==> config.mk <==
export PLATFORM = sky130hd
export DESIGN_NAME = rect_cmd_queue
export DESIGN_NICKNAME = d
export VERILOG_FILES = /design/src/rtl/rect_cmd_queue.sv
export SDC_FILE = /design/constraint.sdc
export NUM_CORES = 1
export LEC_CHECK = 0
export CAP_MARGIN = 20
export CORE_MARGIN = 2
export CORE_UTILIZATION = 59
export DETAILED_ROUTE_END_ITERATION = 16
export PLACE_DENSITY = 0.9
export SYNTH_ARGS = -nofsm -noshare
export SYNTH_HDL_FRONTEND = slang
export SYNTH_SLANG_ARGS = --single-unit
==> constraint.sdc <==
create_clock -name clk -period 4.08 [get_ports clk]
set_input_delay 0.816 -clock clk [delete_from_list [all_inputs] [get_ports clk]]
set_output_delay 0.816 -clock clk [all_outputs]
set_load 0.03 [all_outputs]
==> src/rtl/rect_cmd_queue.sv <==
// Rectangle command queue: FIFO of corner-normalised draw commands, issued one at a
// time to the draw engine. Define RECT_CMD_CLIP_EN to clamp coordinates on push.
module rect_cmd_queue #(
  parameter int                          SPIXEL_X_WIDTH = 6,
  parameter int                          SPIXEL_Y_WIDTH = 6,
  parameter logic [SPIXEL_X_WIDTH-1:0]   SPIXEL_X_MAX   = 6'd63,
  parameter logic [SPIXEL_Y_WIDTH-1:0]   SPIXEL_Y_MAX   = 6'd47,
  parameter int                          COLOR_ID_WIDTH = 8,
  parameter int                          DEPTH_LOG2     = 3
) (
  input  logic                      clk,
  input  logic                      rst,
  input  logic [SPIXEL_X_WIDTH-1:0] cmd_x0,
  input  logic [SPIXEL_X_WIDTH-1:0] cmd_x1,
  input  logic [SPIXEL_Y_WIDTH-1:0] cmd_y0,
  input  logic [SPIXEL_Y_WIDTH-1:0] cmd_y1,
  input  logic [COLOR_ID_WIDTH-1:0] cmd_color,
  input  logic                      cmd_vld,
  output logic                      cmd_rdy,
  output logic [SPIXEL_X_WIDTH-1:0] ox0,
  output logic [SPIXEL_X_WIDTH-1:0] ox1,
  output logic [SPIXEL_Y_WIDTH-1:0] oy0,
  output logic [SPIXEL_Y_WIDTH-1:0] oy1,
  output logic [COLOR_ID_WIDTH-1:0] odata,
  output logic                      odata_vld,
  input  logic                      idone,
  output logic                      obusy,
  output logic [DEPTH_LOG2:0]       ocount,
  output logic [1:0]                dbg_state
);

  localparam int XW      = SPIXEL_X_WIDTH;
  localparam int YW      = SPIXEL_Y_WIDTH;
  localparam int CLW     = COLOR_ID_WIDTH;
  localparam int PW      = DEPTH_LOG2;
  localparam int NW      = DEPTH_LOG2 + 1;
  localparam int ENTRY_W = 2*XW + 2*YW + CLW;
  localparam logic [NW-1:0] DEPTH_C = NW'(1 << DEPTH_LOG2);

`ifdef RECT_CMD_CLIP_EN
  localparam bit CLIP_EN = 1'b1;
`else
  localparam bit CLIP_EN = 1'b0;
`endif

  typedef enum logic [1:0] {
    IDLE  = 2'd0,
    ISSUE = 2'd1,
    WAIT  = 2'd2
  } state_t;

  logic [ENTRY_W-1:0] mem_q [1 << DEPTH_LOG2];
  logic [PW-1:0]      wr_ptr_q, wr_ptr_d, rd_ptr_q, rd_ptr_d;
  logic [NW-1:0]      count_q, count_d;
  logic               cmd_rdy_q, cmd_rdy_d;
  state_t             state_q, state_d;
  logic [XW-1:0]      ox0_q, ox0_d, ox1_q, ox1_d;
  logic [YW-1:0]      oy0_q, oy0_d, oy1_q, oy1_d;
  logic [CLW-1:0]     odata_q, odata_d;
  logic               vld_q, vld_d, busy_q, busy_d;

  logic               push, pop;
  logic [XW-1:0]      x0_c, x1_c, hx0, hx1;
  logic [YW-1:0]      y0_c, y1_c, hy0, hy1;
  logic [CLW-1:0]     hcol;
  logic [ENTRY_W-1:0] wr_entry;

  // Clamp (optional) then order corners so the engine always gets lo <= hi.
  always_comb begin
    x0_c = (CLIP_EN && (cmd_x0 > SPIXEL_X_MAX)) ? SPIXEL_X_MAX : cmd_x0;
    x1_c = (CLIP_EN && (cmd_x1 > SPIXEL_X_MAX)) ? SPIXEL_X_MAX : cmd_x1;
    y0_c = (CLIP_EN && (cmd_y0 > SPIXEL_Y_MAX)) ? SPIXEL_Y_MAX : cmd_y0;
    y1_c = (CLIP_EN && (cmd_y1 > SPIXEL_Y_MAX)) ? SPIXEL_Y_MAX : cmd_y1;
    wr_entry = {(x0_c <= x1_c) ? x0_c : x1_c,
                (x0_c <= x1_c) ? x1_c : x0_c,
                (y0_c <= y1_c) ? y0_c : y1_c,
                (y0_c <= y1_c) ? y1_c : y0_c,
                cmd_color};
    {hx0, hx1, hy0, hy1, hcol} = mem_q[rd_ptr_q];
  end

  // Handshake: a push is accepted on cmd_vld & cmd_rdy; cmd_rdy is registered from
  // the next occupancy, so a full queue rejects pushes even in a popping cycle.
  always_comb begin
    push      = cmd_vld & cmd_rdy_q;
    pop       = (state_q == IDLE) && (count_q != '0);
    wr_ptr_d  = wr_ptr_q + PW'(push);
    rd_ptr_d  = rd_ptr_q + PW'(pop);
    count_d   = count_q + NW'(push) - NW'(pop);
    cmd_rdy_d = (count_d != DEPTH_C);
  end

  always_comb begin
    state_d = state_q;
    vld_d   = 1'b0;
    busy_d  = busy_q;
    ox0_d   = ox0_q;
    ox1_d   = ox1_q;
    oy0_d   = oy0_q;
    oy1_d   = oy1_q;
    odata_d = odata_q;
    case (state_q)
      IDLE: begin
        if (pop) begin
          state_d = ISSUE;
          vld_d   = 1'b1;
          busy_d  = 1'b1;
          ox0_d   = hx0;
          ox1_d   = hx1;
          oy0_d   = hy0;
          oy1_d   = hy1;
          odata_d = hcol;
        end
      end
      ISSUE: state_d = WAIT;
      WAIT: begin
        if (idone) begin
          state_d = IDLE;
          busy_d  = 1'b0;
        end
      end
      default: state_d = IDLE;
    endcase
  end

  // Storage carries no reset; occupancy and pointers alone define validity.
  always_ff @(posedge clk) begin
    if (push) mem_q[wr_ptr_q] <= wr_entry;
  end

  always_ff @(posedge clk or posedge rst) begin
    if (rst) begin
      wr_ptr_q  <= '0;
      rd_ptr_q  <= '0;
      count_q   <= '0;
      cmd_rdy_q <= 1'b1;
      state_q   <= IDLE;
      vld_q     <= 1'b0;
      busy_q    <= 1'b0;
      ox0_q     <= '0;
      ox1_q     <= '0;
      oy0_q     <= '0;
      oy1_q     <= '0;
      odata_q   <= '0;
    end else begin
      wr_ptr_q  <= wr_ptr_d;
      rd_ptr_q  <= rd_ptr_d;
      count_q   <= count_d;
      cmd_rdy_q <= cmd_rdy_d;
      state_q   <= state_d;
      vld_q     <= vld_d;
      busy_q    <= busy_d;
      ox0_q     <= ox0_d;
      ox1_q     <= ox1_d;
      oy0_q     <= oy0_d;
      oy1_q     <= oy1_d;
      odata_q   <= odata_d;
    end
  end

  assign cmd_rdy   = cmd_rdy_q;
  assign ox0       = ox0_q;
  assign ox1       = ox1_q;
  assign oy0       = oy0_q;
  assign oy1       = oy1_q;
  assign odata     = odata_q;
  assign odata_vld = vld_q;
  assign obusy     = busy_q;
  assign ocount    = count_q;
  assign dbg_state = state_q;

endmodule
==> results of run 1 <==
sequential cells by signal, summed over array words and instances, names as in the netlist, 2 cells and up:
| register | cells |
|---|---|
| mem_q | 256 |
| oy0 | 6 |
| dbg_state | 2 |
| oy1 | 6 |
| ox0 | 6 |
| rd_ptr_q | 3 |
| ox1 | 6 |
| ocount | 4 |
| odata | 8 |
| wr_ptr_q | 3 |
Yosys cell counts:
library cell and count:
nor2_1 11, mux2i_1 32, xor2_1 3, mux4_1 1
nand4_1 2, fa_1 1, buf_12 3, ha_1 21
nand2_1 39, dfstp_2 1, or4b_1 1, xnor2_1 1
o21ai_1 32, o22ai_1 2, or3_1 1, mux2_2 25
buf_2 13, a21oi_2 1, clkbuf_2 1, inv_1 27
nor3b_1 1, nand2b_1 3, clkbuf_1 4, dfrtp_1 46
o21ai_0 3, buf_6 1, edfxtp_1 256, buf_8 3
mux4_2 63, a21oi_1 7, nor3_1 2, a21o_1 1
buf_4 2
worst max-delay path, cell delays in order (launching register included):
cell     delay, ns
dfrtp_1       0.37
inv_1         0.08
ha_1          0.19
nor3b_1       0.15
or3_2         0.43
inv_1         0.15
ha_1          0.26
inv_1         0.06
ha_1          0.17
inv_1         0.06
fa_1          0.47
inv_1         0.05
or4b_1        0.53
how the worst max path moves through the flow:
stage | to | cells after the start | from
2_1_floorplan | mem_q[0][0] | 4 | cmd_vld
3_3_place_gp | cmd_rdy | 9 | cmd_vld
3_5_place_dp | mem_q[2][17] | 8 | cmd_y1[1]
4_1_cts | cmd_rdy | 12 | ocount[2]
5_1_grt | cmd_rdy | 12 | ocount[2]
6_report | cmd_rdy | 12 | ocount[2]
cell families after synthesis:
logic type,count (synthesis),synth area share (%)
flops,303,73.6
mux,121,17.0
xor+xnor,4,0.291
simple gates,60,2.10
buf+inv,54,2.64
fa+ha+maj,22,2.35
compound gates,46,1.98
layout make-up:
cell class / count / share of cell area [%]
sequential: 303 / 63.4
multi-input combinational: 253 / 20.7
timing repair buffer: 94 / 6.49
clock buffer: 36 / 5.45
tap: 270 / 2.41
clock inverter: 15 / 0.841
inverter: 27 / 0.724
power breakdown:
part	total [mW]	internal, mW	switching [mW]
logic	3.35	1.50	1.85
registers	4.45	4.06	0.394
clock network	2.50	1.43	1.06
total	10.3	6.99	3.31
stage by stage:
step	total power, mW	instances	area [um^2]
final	10.3	998	14000
after global routing	10.7	998	14000
after CTS	10.4	998	14000
after detailed placement	7.83	947	13100
after global placement	7.65	947	13100
after floorplan	6.82	610	12000
routing by layer:
metal | up-vias | part of all wire, %
met5 | - | 0
met4 | 0 | 2.9
met3 | 59 | 7.2
met2 | 287 | 52
met1 | 3124 | 38
li1 | 2599 | -
==> flow_summary.ini, run 1 <==
[status]
outcome = finished clean

[finish]
multiInputGateArea_um2 = 2890
drive_gt1_share_pct = 21.7
final_nets = 765
area_growth_pct = 16.2
seq_area_um2 = 8870
utilization_pct = 69.6
layout.cells.most_common_list = 256 x edfxtp_1, 76 x clkdlybuf4s50_1, 63 x mux4_2
n_fill_cell = 1141
diodes = 0
layout_commonest_cell = edfxtp_1

[yosys]
synth_area_leader_cell = edfxtp_1
synth_seq_area_share_pct = 73.6
ys_types = 33
syn_area_um2 = 12000
synth.area.top_cells = edfxtp_1 64%, mux4_2 12%, dfrtp_1 9.6%
synth_warnings = 0
synth.top_cell.area_share_pct = 63.9
syn_nets = 668
syn_avg_cell_area_um2 = 19.7
synth_cells = 610
ys_seq_elements = 303

[timing]
min_period_ns = 3.06
hold_viol = 0
holdWs_ns = 0.484
tns_ns = 0
max_slew_margin_pct = 36.2
drv_slew = 0
setup_slack_ns = 1.02
tightestPinTransition_ns = 0.957
finClkSkew_ns = 0.0102
clock.fmax_mhz = 327
rsz0062_at_grt = false
finalCritPeriodShare_pct = 75.0
setup_violations = 0

[cts]
h-tree-depth = 1
cts.clk_slew.worst_paths_ns = 0.06
cts_tree = yes
clock_latency_ns = 0.54
cts.path.max_buffers = 3
holdBufCountCts = 0
cts.sinks = 303
clockRootBuffer = clkbuf_16
cts_resized = 0
cts-buffers-inserted = 28
post_cts_buffers = 0

[global_route]
use_met1_pct = 29.9
top_usage_layer = met2
grt_max_degree = 67
grt_use_total_pct = 23.2
use_met2_pct = 40.8
antenna_found_initial = 0
first_global_vias = 6514
grt_pass1_wl_um = 37300
use_met3_pct = 3.85
overflow = 0

[run]
maxCapViolations = 0

[min_path]
hp-start = oy1[3]
worstHoldPathCells = 2
min_to = oy1[3]
hold_path_class = reg2reg

[drt]
drt_first_pass_iters = 5
first_iter_violations = 538
dr_total_vias = 6069
wl_um = 24500
avgRoutedWirePerCell_um = 24.5
via_per_inst = 6.08
ant_nets = 0
drc = 0

[worst_setup_path]
critPathKind = reg2reg
required_ns = 4.53
timing.rr.start = ocount[2]
worstPathArrival_ns = 3.50
worstPathMaxFanout = 2
crit_path_start_kind = flop
reg2reg_to = cmd_rdy
critPathCaptureType = flop
ff2ff_setup_slack_ns = 1.02
r2r_cells = 12

[placed_design]
io_buffers = 76
pre_cts_ws_ns = 0.996
gp_congestion = 0.805
hpwl_um = 13600

[die]
die-area_um2 = 21600
start_util_pct = 59.9
core-area_um2 = 20100
rows = 52
die_h_um = 147
die_x_um = 147
ios = 77

[power_and_ir_drop]
worst_ir_drop_vdd_v = 0.000421
power_density_nw_per_um2 = 736
cellLeakagePower_nw = 4.91
No activity file was read; power rests on OpenSTA's default activity.
==> run 2, diff against run 1 <==
- clock period: 4.08 -> 3.15 ns (I/O delays scaled with it)
==> run 2 against run 1 <==
Compared with the run above:
- highest routed layer unchanged
- core utilization grew 1.5 points
- worst setup slack lost 0.88 ns
- clock power grew 49%
- final area grew 2.2%
- non-clock buffer count grew 3
- critical endpoint unchanged
- worst hold slack lost 0.0026 ns
- maximum frequency grew 1.6%
- total power grew 36%
- final cell count grew 0.60%
==> flow_summary.ini, run 2 (synthesized netlist as in run 1, its figures left out) <==
[die]
die_h_um = 147
start_util_pct = 59.9
rows = 52
die-area_um2 = 21600
core-area_um2 = 20100
ios = 77
die_x_um = 147

[cts]
cts.clk_slew.worst_paths_ns = 0.07
cts.sinks = 303
clock_latency_ns = 0.55
cts_tree = yes
holdBufCountCts = 0
cts-buffers-inserted = 29
cts.path.max_buffers = 3
cts_resized = 0
h-tree-depth = 1
post_cts_buffers = 0
clockRootBuffer = clkbuf_16

[timing]
setup_slack_ns = 0.140
finalCritPeriodShare_pct = 95.5
setup_violations = 0
max_slew_margin_pct = 35.3
drv_slew = 0
min_period_ns = 3.01
finClkSkew_ns = 0.0191
tightestPinTransition_ns = 0.970
rsz0062_at_grt = false
hold_viol = 0
clock.fmax_mhz = 332
tns_ns = 0

[power_and_ir_drop]
cellLeakagePower_nw = 5.03
power_density_nw_per_um2 = 982
worst_ir_drop_vdd_v = 0.000695

[drt]
via_per_inst = 6.15
drc = 0
drt_first_pass_iters = 5
avgRoutedWirePerCell_um = 25.5
first_iter_violations = 562
dr_total_vias = 6174
wl_um = 25600
ant_nets = 0

[placed_design]
hpwl_um = 14600
io_buffers = 76
gp_congestion = 0.775
pre_cts_ws_ns = 0.194

[worst_setup_path]
crit_path_start_kind = flop
critPathCaptureType = flop
worstPathMaxFanout = 2
required_ns = 3.61
critPathKind = reg2reg
worstPathArrival_ns = 3.47

[finish]
regMostFlops = mem_q
final_nets = 769
seq_area_um2 = 8870
layout_commonest_cell = edfxtp_1
layout.cells.most_common_list = 256 x edfxtp_1, 76 x clkdlybuf4s50_1, 63 x mux4_2
drive_gt1_share_pct = 23.5
multiInputGateArea_um2 = 2930
largest_register_ffs = 256
n_fill_cell = 1137
area_growth_pct = 18.7
utilization_pct = 71.1

[min_path]
hold_path_class = reg2reg

[global_route]
use_met1_pct = 30.9
use_met3_pct = 3.63
overflow = 0
grt_max_degree = 67
use_met2_pct = 42.9
first_global_vias = 6524
top_usage_layer = met2
antenna_found_initial = 1
grt_pass1_wl_um = 38800
grt_use_total_pct = 24.4

[status]
outcome = finished clean

[run]
maxCapViolations = 0
[run 2: cell types whose count changed in the layout (fill, tap and decap cells not counted), sizes merged]
cell and delta:
diode +1, buf +3, clkinvlp +2, clkbuf -1, bufinv +5, clkinv -4
[run 2: area by class of cell]
cell class                 count  area share [%]
clock inverter                18            1.93
sequential                   303            62.1
clock buffer                  35            5.23
tap                          270            2.36
multi-input combinational    253            20.5
antenna                        1          0.0175
inverter                      27           0.709
timing repair buffer          97            7.21
[run 2: worst max-delay path, cell delays in order (launching register included)]
cell	delay, ns
dfrtp_2	0.37
inv_1	0.07
ha_1	0.18
nor3b_1	0.16
or3_2	0.45
inv_1	0.10
ha_1	0.21
inv_1	0.06
ha_1	0.28
a21o_1	0.19
a21oi_2	0.16
xor2_1	0.25
or4b_1	0.47
[run 2: worst paths after layout]
kind                            startpoint           to  slack, ns  cells past startpoint
worst min-delay path              odata[7]     odata[7]       0.48                      2
worst min register to register    odata[7]     odata[7]       0.48                      2
worst max register to register   ocount[2]      cmd_rdy       0.14                     12
worst max-delay path             ocount[2]      cmd_rdy       0.14                     12
min in group asynchronous              rst  rd_ptr_q[2]       0.51                      2
max in group asynchronous              rst       ox0[0]       2.07                      3
[run 2: stage by stage]
step | std cells | power [mW] | instance area [um^2] | hold WS [ns]
6_report | 1004 | 14.0 | 14300 | 0.482
5_1_grt | 1004 | 14.6 | 14300 | 0.508
4_1_cts | 1003 | 14.1 | 14300 | 0.489
3_5_place_dp | 950 | 10.3 | 13300 | 0.474
3_3_place_gp | 950 | 10.1 | 13300 | 0.467
2_1_floorplan | 610 | 8.84 | 12100 | 0.451
[run 2: routing by layer]
metal	part of all wire [%]	wire [um]
met2	53	13700
met4	3.6	921
met5	0	0
met3	7.1	1820
met1	36	9200
[run 2: power by group]
part / leakage, nW / total, mW / switching (mW) / internal (mW)
Combinational: 1.65 / 4.47 / 2.44 / 2.03
Sequential: 2.89 / 5.85 / 0.590 / 5.26
Clock: 0.493 / 3.73 / 1.46 / 2.27
